<file path="config.mk">
export PLATFORM = sky130hd
export DESIGN_NAME = kbest_level_sched
export DESIGN_NICKNAME = d
export VERILOG_FILES = /design/src/rtl/kbest_level_sched_pkg.sv /design/src/rtl/kbest_argmin4.sv /design/src/rtl/kbest_level_sched.sv
export SDC_FILE = /design/constraint.sdc
export NUM_CORES = 1
export LEC_CHECK = 0
export ABC_AREA = 1
export BUFFER_PORTS_ARGS = -buffer_cell sky130_fd_sc_hd__buf_2
export CORE_MARGIN = 2
export CORE_UTILIZATION = 45
export DETAILED_ROUTE_END_ITERATION = 8
export PLACE_DENSITY = 0.72
export SYNTH_ARGS = -nofsm -noshare
export SYNTH_HDL_FRONTEND = slang
export SYNTH_SLANG_ARGS = --single-unit
</file>
<file path="constraint.sdc">
create_clock -name clk -period 2.5 [get_ports clk]
set_clock_uncertainty 0.2 [all_clocks]
set_input_delay 0.5 -clock clk [delete_from_list [all_inputs] [get_ports clk]]
set_output_delay 0.5 -clock clk [all_outputs]
set_load 0.01 [all_outputs]
</file>
<file path="src/rtl/kbest_level_sched_pkg.sv">
// Shared types and widths for the K-best level sequencer and its output stage.
// ERR_WL comes from the shared parameters include; it falls back to 12 when that include is absent.
`ifndef ERR_WL
`define ERR_WL 12
`endif

package kbest_level_sched_pkg;
    localparam int ERR_WL = `ERR_WL;
    localparam int K      = 4;
    localparam int LVL_W  = 3;
    localparam int CNT_W  = 3;

    typedef enum logic [1:0] {
        ST_IDLE   = 2'd0,
        ST_EXPAND = 2'd1,
        ST_SORT   = 2'd2,
        ST_DONE   = 2'd3
    } sched_state_t;

    typedef struct packed {
        logic [1:0]        idx;
        logic [ERR_WL-1:0] ped;
    } best_t;
endpackage

</file>
<file path="src/rtl/kbest_argmin4.sv">
// Combinational 4-way unsigned minimum; ties resolve to the lower slot index.
module kbest_argmin4
    import kbest_level_sched_pkg::*;
(
    input  logic [K-1:0][ERR_WL-1:0] ped,
    output logic [1:0]               idx,
    output logic [ERR_WL-1:0]        ped_min
);
    logic [1:0][ERR_WL-1:0] semi_ped;
    logic [1:0]             semi_sel;
    logic                   fin_sel;

    // Strict less-than keeps the lower index of each pair on a tie.
    for (genvar g = 0; g < 2; g++) begin : g_semi
        assign semi_sel[g] = ped[2*g+1] < ped[2*g];
        assign semi_ped[g] = semi_sel[g] ? ped[2*g+1] : ped[2*g];
    end

    assign fin_sel = semi_ped[1] < semi_ped[0];
    assign idx     = fin_sel ? {1'b1, semi_sel[1]} : {1'b0, semi_sel[0]};
    assign ped_min = fin_sel ? semi_ped[1] : semi_ped[0];
endmodule

</file>
<file path="src/rtl/kbest_level_sched.sv">
// Level sequencer for the K=4 best-first MIMO tree search: walks levels NLEV-1..0 over one enumerator.
// Optional KBEST_PERF_CNT_EN adds the frame_cycles performance counter.
module kbest_level_sched
    import kbest_level_sched_pkg::*;
#(
    parameter int NLEV     = 4,
    parameter int ENUM_LAT = 1
) (
    input  logic                  clk,
    input  logic                  rst,
    input  logic                  start_valid,
    output logic                  start_ready,
    input  logic                  flush,
    output logic                  exp_req,
    output logic                  exp_root,
    input  logic                  exp_ack,
    output logic [LVL_W-1:0]      lvl,
    output logic                  cap_en,
    input  logic [K*ERR_WL-1:0]   enum_ped,
    output logic                  done_valid,
    input  logic                  done_ready,
    output logic [1:0]            best_idx,
    output logic [ERR_WL-1:0]     best_ped
`ifdef KBEST_PERF_CNT_EN
    ,
    output logic [15:0]           frame_cycles
`endif
);
    localparam logic [LVL_W-1:0] LVL_TOP  = LVL_W'(NLEV - 1);
    localparam logic [CNT_W-1:0] CNT_LOAD = CNT_W'(ENUM_LAT - 1);

    sched_state_t              state;
    logic [CNT_W-1:0]          cnt;
    best_t                     best;
    logic [K-1:0][ERR_WL-1:0]  ped_w;
    logic [1:0]                am_idx;
    logic [ERR_WL-1:0]         am_ped;

    assign ped_w = enum_ped;

    kbest_argmin4 u_argmin (
        .ped     (ped_w),
        .idx     (am_idx),
        .ped_min (am_ped)
    );

    always_ff @(posedge clk or negedge rst) begin
        if (!rst) begin
            state <= ST_IDLE;
            lvl   <= LVL_TOP;
            cnt   <= '0;
            best  <= '0;
        end else if (flush) begin
            state <= ST_IDLE;
            lvl   <= LVL_TOP;
            cnt   <= '0;
        end else begin
            case (state)
                ST_IDLE: begin
                    if (start_valid) begin
                        state <= ST_EXPAND;
                        lvl   <= LVL_TOP;
                    end
                end
                ST_EXPAND: begin
                    if (exp_ack) begin
                        cnt   <= CNT_LOAD;
                        state <= ST_SORT;
                    end
                end
                ST_SORT: begin
                    // cnt==0 is the capture cycle, ENUM_LAT cycles after the ack.
                    if (cnt != '0) begin
                        cnt <= cnt - 1'b1;
                    end else if (lvl != '0) begin
                        lvl   <= lvl - 1'b1;
                        state <= ST_EXPAND;
                    end else begin
                        best  <= '{idx: am_idx, ped: am_ped};
                        state <= ST_DONE;
                    end
                end
                ST_DONE: begin
                    if (done_ready) state <= ST_IDLE;
                end
                default: state <= ST_IDLE;
            endcase
        end
    end

    assign start_ready = state == ST_IDLE;
    assign exp_req     = state == ST_EXPAND;
    assign exp_root    = exp_req && (lvl == LVL_TOP);
    assign cap_en      = (state == ST_SORT) && (cnt == '0);
    assign done_valid  = state == ST_DONE;
    assign best_idx    = best.idx;
    assign best_ped    = best.ped;

`ifdef KBEST_PERF_CNT_EN
    // Starts at 1 so the start-handshake edge itself is counted.
    always_ff @(posedge clk or negedge rst) begin
        if (!rst)
            frame_cycles <= '0;
        else if (flush)
            frame_cycles <= '0;
        else if (state == ST_IDLE && start_valid)
            frame_cycles <= 16'd1;
        else if ((state == ST_EXPAND || state == ST_SORT) && frame_cycles != 16'hFFFF)
            frame_cycles <= frame_cycles + 16'd1;
    end
`endif
endmodule

</file>
---- Yosys cells after proc, flatten, opt, wreduce, memory -nomap -nowiden ----
Cells that the tools add are included.
storage, ports and cells
  register bits ........................... 22
  bits of input ports ..................... 54
  output and inout bits ................... 22
  word-level logic and storage cells ...... 55
operators by class
  $add $sub $neg .......................... 2
  $lt $le $gt $ge ......................... 3
  equality and inequality tests ........... 10
  muxes and demuxes ....................... 20
  bitwise operators ....................... 3
  reductions and logical operators ........ 12
operator list
  kind                                                                     number
  12-bit less-than comparator                                              3
  12-bit 2-to-1 mux                                                        3
  3-bit 2-to-1 mux                                                         7
  2-bit 2-to-1 mux                                                         7
  3-bit one-hot mux with 2 select lines                                    2
  4-bit AND reduction                                                      3
  3-bit nonzero test                                                       4
  3-bit by 2-bit inequality test with 1-bit output, second input constant  3
  3-bit inequality test, second input constant                             3
  2-bit one-hot mux with 4 select lines                                    1
  3-bit by 1-bit subtractor with 3-bit output, second input constant       2
  2-bit == test, second input constant                                     2
  3-bit by 2-bit == test with 1-bit output, second input constant          1
  3-bit zero test                                                          1
  1-bit NOT                                                                3
  3-bit AND reduction                                                      1
  2-bit by 1-bit == test with 1-bit output, second input constant          1
  1-bit logical AND                                                        2
  2-bit zero test                                                          1

---- Depth between registers and ports, before layout ----
  word-level depth ........................ 5
  depth in mapped cells ................... 23
  mapped depth without buffers ............ 21

---- Modules after synthesis ----
A second synthesis with hierarchy kept.
second synthesis, totals
  cells, all modules ...................... 409
  area total of the unflattened synthesis .. 2,568.7 um2
by module, submodules not included
  module             instances  cells each  area an instance (um2)
  kbest_argmin4      1          264         1,401.3
  kbest_level_sched  1          145         1,167.4

---- Least setup slack after synthesis ----
OpenSTA, ideal clock, no wires.
  path kind ............................... input port to flip-flop
  from .................................... input enum_ped[35]
  to ...................................... register best (netlist bit best_idx[0])
  library setup time ...................... 0.117 ns
  data arrival time ....................... 3.222 ns
  required time ........................... 2.183 ns
  setup slack ............................. -1.039 ns
  stages .................................. 21
  path buffers ............................ 2
  cells stage by stage .................... inv_1 -> ha_1 -> nand2_1 -> inv_1 -> nand2_1 -> nand2_1 -> a21oi_1 -> nand2_2 -> inv_1 -> buf_2 -> nand2_1 -> o21ai_0 -> ha_1 -> a21oi_1 -> nand3b_1 -> a21oi_1 -> a2111oi_4 -> clkbuf_1 -> nand3_1 -> nand3_1 -> nand2_1
on the way
  longest elaborated chain between the ends .. 4
RTL lines
  what                         RTL line                 source
  from (decl)                  kbest_level_sched.sv:19  input logic [K*ERR_WL-1:0] enum_ped,
  12-bit less-than comparator  kbest_argmin4.sv:15      assign semi_sel[g] = ped[2*g+1] < ped[2*g];
  12-bit 2-to-1 mux            kbest_argmin4.sv:16      assign semi_ped[g] = semi_sel[g] ? ped[2*g+1] : ped[2*g];
  12-bit less-than comparator  kbest_argmin4.sv:19      assign fin_sel = semi_ped[1] < semi_ped[0];
  2-bit 2-to-1 mux *           kbest_argmin4.sv:20      assign idx = fin_sel ? {1'b1, semi_sel[1]} : {1'b0, semi_sel[0]};
  to (signal assigned)         kbest_level_sched.sv:79  best <= '{idx: am_idx, ped: am_ped};
  to (decl)                    kbest_level_sched.sv:34  best_t best;
Every way passes the cells marked *; elsewhere a longest branch is shown, timed or not.
A chain may end at the register's enable or synchronous reset.

---- Worst setup path in the final report ----
  from .................................... input enum_ped[21]
  to ...................................... register best (netlist bit best_idx[0])
The elaborated chain is that of the path after synthesis.

==> flow_metrics.tcl <==
set metrics [dict create \
    status "complete, but fails checks" \
    violations "hold timing, setup timing" \
    leakage_nw 2.351 \
    slowest_stage "a2111oi_4" \
    critPathBufInv 4 \
    pre_cts_ws_ns -1.209 \
    path_delay_family "simple AND/OR/NAND/NOR gates" \
    synth_top_flop_cell "dfrtp_1" \
    rsz0062_at_grt "yes" \
    ys_types 26 \
    grt.overflow.total 0 \
    yosysMostFrequentCell "nand2_1" \
    synth_top_area_share_pct 20.87 \
    ys_async_sr_fraction_pct 100.0 \
    hold_class "in -> async" \
    critPathMostFrequentCell "nand2_4" \
    power_switching_mw 0.8517 \
    synth-edff-count 0 \
    first_iter_violations 204 \
    num_rows 26 \
    cp.arrival_ns 3.35 \
    setup_viol 14 \
    die_width_um 77.01 \
    cp_max_fo 5 \
    num-fill-cells 317 \
    timing.final.hold_violations 20 \
    drt_wl_total_um 8874 \
    wl_per_cell_um 14.77 \
    grt_max_degree 23 \
    synth_seq_area_share_pct 23.06 \
    synth-seq-cells 22 \
    final_util_pct 83.15 \
    dp_hpwl_um 5308 \
    nets 624 \
    antenna_found_initial 0 \
    io_buffers 75 \
    htree_levels 1 \
    core_area_um2 5140 \
    viasPerCell 5.150 \
    max_freq_mhz 293.5 \
    drc 0 \
    cts_tree "built" \
    dieArea_um2 5930 \
    dr.pass1.iters 5 \
    grtUsageTotal_pct 28.80 \
    clock_latency_ns 0.26 \
    pwr-share-seq_pct 22.0 \
    slowest_delay_ns 0.38 \
    drive_gt1_share_pct 52.35 \
    syn_nets 464 \
    cap_violations 0 \
    finalMaxSlewViolations 0 \
    synth_top_cell_by_area "dfrtp_1" \
    synth_area_um2 2399 \
    cts-root-buf "clkbuf_8" \
    syn_to_final_growth_pct 78.20 \
    synth_warnings 0 \
    synthCells 372 \
    combPwrFrac_pct 65.5 \
    diodes 0 \
    start_kind "primary input" \
    worstPathCellList "buf_2, ha_4, nand2_4, nor2_2, nand2_2, nor2_4, nand2_4, nand2_4, nand2_2, o21ai_2, buf_4, ha_4, a21oi_2, nor2_2, a2111oi_4, buf_4, buf_6, nand3_1, nand3_1, nand2_1" \
    cts.sinks 22 \
    crit_type "in -> reg" \
    worstMarginPinSlew_ns 0.4675 \
    die_h_um 77.01 \
    tns_ns -10.89 \
    whs_ns -0.01688 \
    period_share_pct 136.3 \
    clkTransAtPathRegs_ns 0.08 \
    syn_area_per_cell_um2 6.448 \
    synthTopCellsByCount "nand2_1 (113), inv_1 (74), ha_1 (38)" \
    ir_worst_vdd_v 0.0002372 \
    cts_buffers 3 \
    initial_utilization_pct 46.67 \
    dpl_cell_area_um2 3525 \
    synth_area_leaders "dfrtp_1 (21%), ha_1 (20%), nand2_1 (18%)" \
    cts_max_path_buffers 2 \
    postCtsHoldBufs 0 \
    fin_area_um2 4274 \
    clkPwrFrac_pct 12.4 \
    ant_nets 0 \
    globalplace.congestion 0.8772 \
    via_count 3095 \
    grt_pass1_vias 3141 \
    switching_share_pct 42.61 \
    critPathRequiredTime_ns 2.44 \
    p_int_mw 1.147 \
    seqCellArea_um2 553.0 \
    end_kind "flip-flop" \
    ios 76 \
    relSlewSlack_pct 68.83 \
    multiInputGateArea_um2 2130 \
    grt_pass1_wl_um 13970 \
    layout_setup_ws_ns -0.9074 \
    min_period_ns 3.407 \
    powerDensity_nw_per_um2 467.6 \
]
==> metal layers <==
metal	vias to the layer above	share of wire (%)	wire length (µm)	global-route usage, %
met2	129	52	4630	54.04
met5	-	0	0	0
met1	1428	38	3411	32.55
li1	1497	-	-	-
met4	0	5.0	440	13.93
met3	41	4.4	392	2.471
==> power by group through the flow <==
stage | Clock (mW) | Combinational, mW | Sequential (mW)
floorplan | 0 | 0.587 | 0.452
global placement | 0 | 0.926 | 0.445
detailed placement | 0 | 0.957 | 0.447
CTS | 0.253 | 1.15 | 0.440
global route | 0.274 | 1.43 | 0.449
finish | 0.249 | 1.31 | 0.440
==> worst reg2reg max path, cell delays in order (launching register included) <==
cell and delay, ns:
dfrtp_1 0.42, nor2_1 0.16, inv_1 0.07, nor2_1 0.18, nand3_1 0.14, nor2_1 0.17
inv_1 0.24, nand2_1 0.15, o21ai_1 0.09
==> per-stage QoR <==
| step | total power, mW | instances | hold WS (ns) |
|---|---|---|---|
| 6_report | 1.999 | 601 | -0.01688 |
| 3_5_place_dp | 1.403 | 577 | 0.2605 |
| 4_1_cts | 1.847 | 594 | 0.003433 |
| 5_1_grt | 2.150 | 601 | 0.01027 |
| 3_3_place_gp | 1.371 | 577 | 0.2585 |
| 2_1_floorplan | 1.039 | 372 | 0.004409 |
==> placed cells by master, fill, tap and decap left out, types with 3 or more instances in the layout <==
master     n
dfrtp_1   20
nand2_1   95
nor2_4     3
o21ai_1   11
inv_2      8
clkbuf_8   4
nor3_1     3
buf_4     74
ha_1      18
o21ai_0    6
inv_1     57
nand2_2   15
nand3_1   12
buf_6     19
nor2_1    15
ha_4      19
buf_2     64
nand2_4   10
nand3_2   18
a21oi_2    7
a21oi_1    7
inv_4      7
o21ai_4    5
nor2_2     4
o21ai_2    5
==> flip-flops by register name, summed over array words and instances (netlist names) <==
name,count
lvl,3
best_ped,12
state,2
cnt,3
best_idx,2
==> area by class of cell <==
type | instances | share of cell area (%)
multi-input combinational | 271 | 49.82
timing repair buffer | 159 | 26.32
sequential | 22 | 12.94
inverter | 74 | 7.436
tap | 70 | 2.049
clock buffer | 4 | 1.288
timing repair inverter | 1 | 0.1464
==> path summary, 6_finish.rpt <==
path | start | endpoint | slack [ns] | depth (start not counted)
max in group asynchronous | rst | lvl[1]$_DFFE_PN1P_ | 1.77 | 1
max | enum_ped[21] | best_idx[0]$_DFFE_PN0P_ | -0.91 | 20
min reg2reg | cnt[0]$_DFFE_PN0P_ | cnt[0]$_DFFE_PN0P_ | 0.27 | 1
min | rst | best_ped[0]$_DFFE_PN0P_ | -0.02 | 1
min in group clk | cnt[0]$_DFFE_PN0P_ | cnt[0]$_DFFE_PN0P_ | 0.27 | 1
max reg2reg | state[0]$_DFFE_PN0P_ | best_idx[1]$_DFFE_PN0P_ | 0.54 | 8
==> kinds of logic (layout without fill, tap and decap cells) <==
group                      Yosys count  after routing  synth area share (%)
and+or+nand+nor                    181            184                 32.03
AOI/OAI and AO/OA                   47             47                 10.95
buffers and inverters               82            238                 13.41
adders and majority gates           38             38                 19.82
xor gates and xnor gates             2              2                0.7304
DFF                                 22             22                 23.06
==> timing repair <==
action	in CTS	in global routing
pin swaps	46	32
setup endpoints to repair	14	14
gates resized for setup	95	36
gates cloned	4	1
setup buffers	9	6
Note: power is estimated with default switching activity, not from simulation.
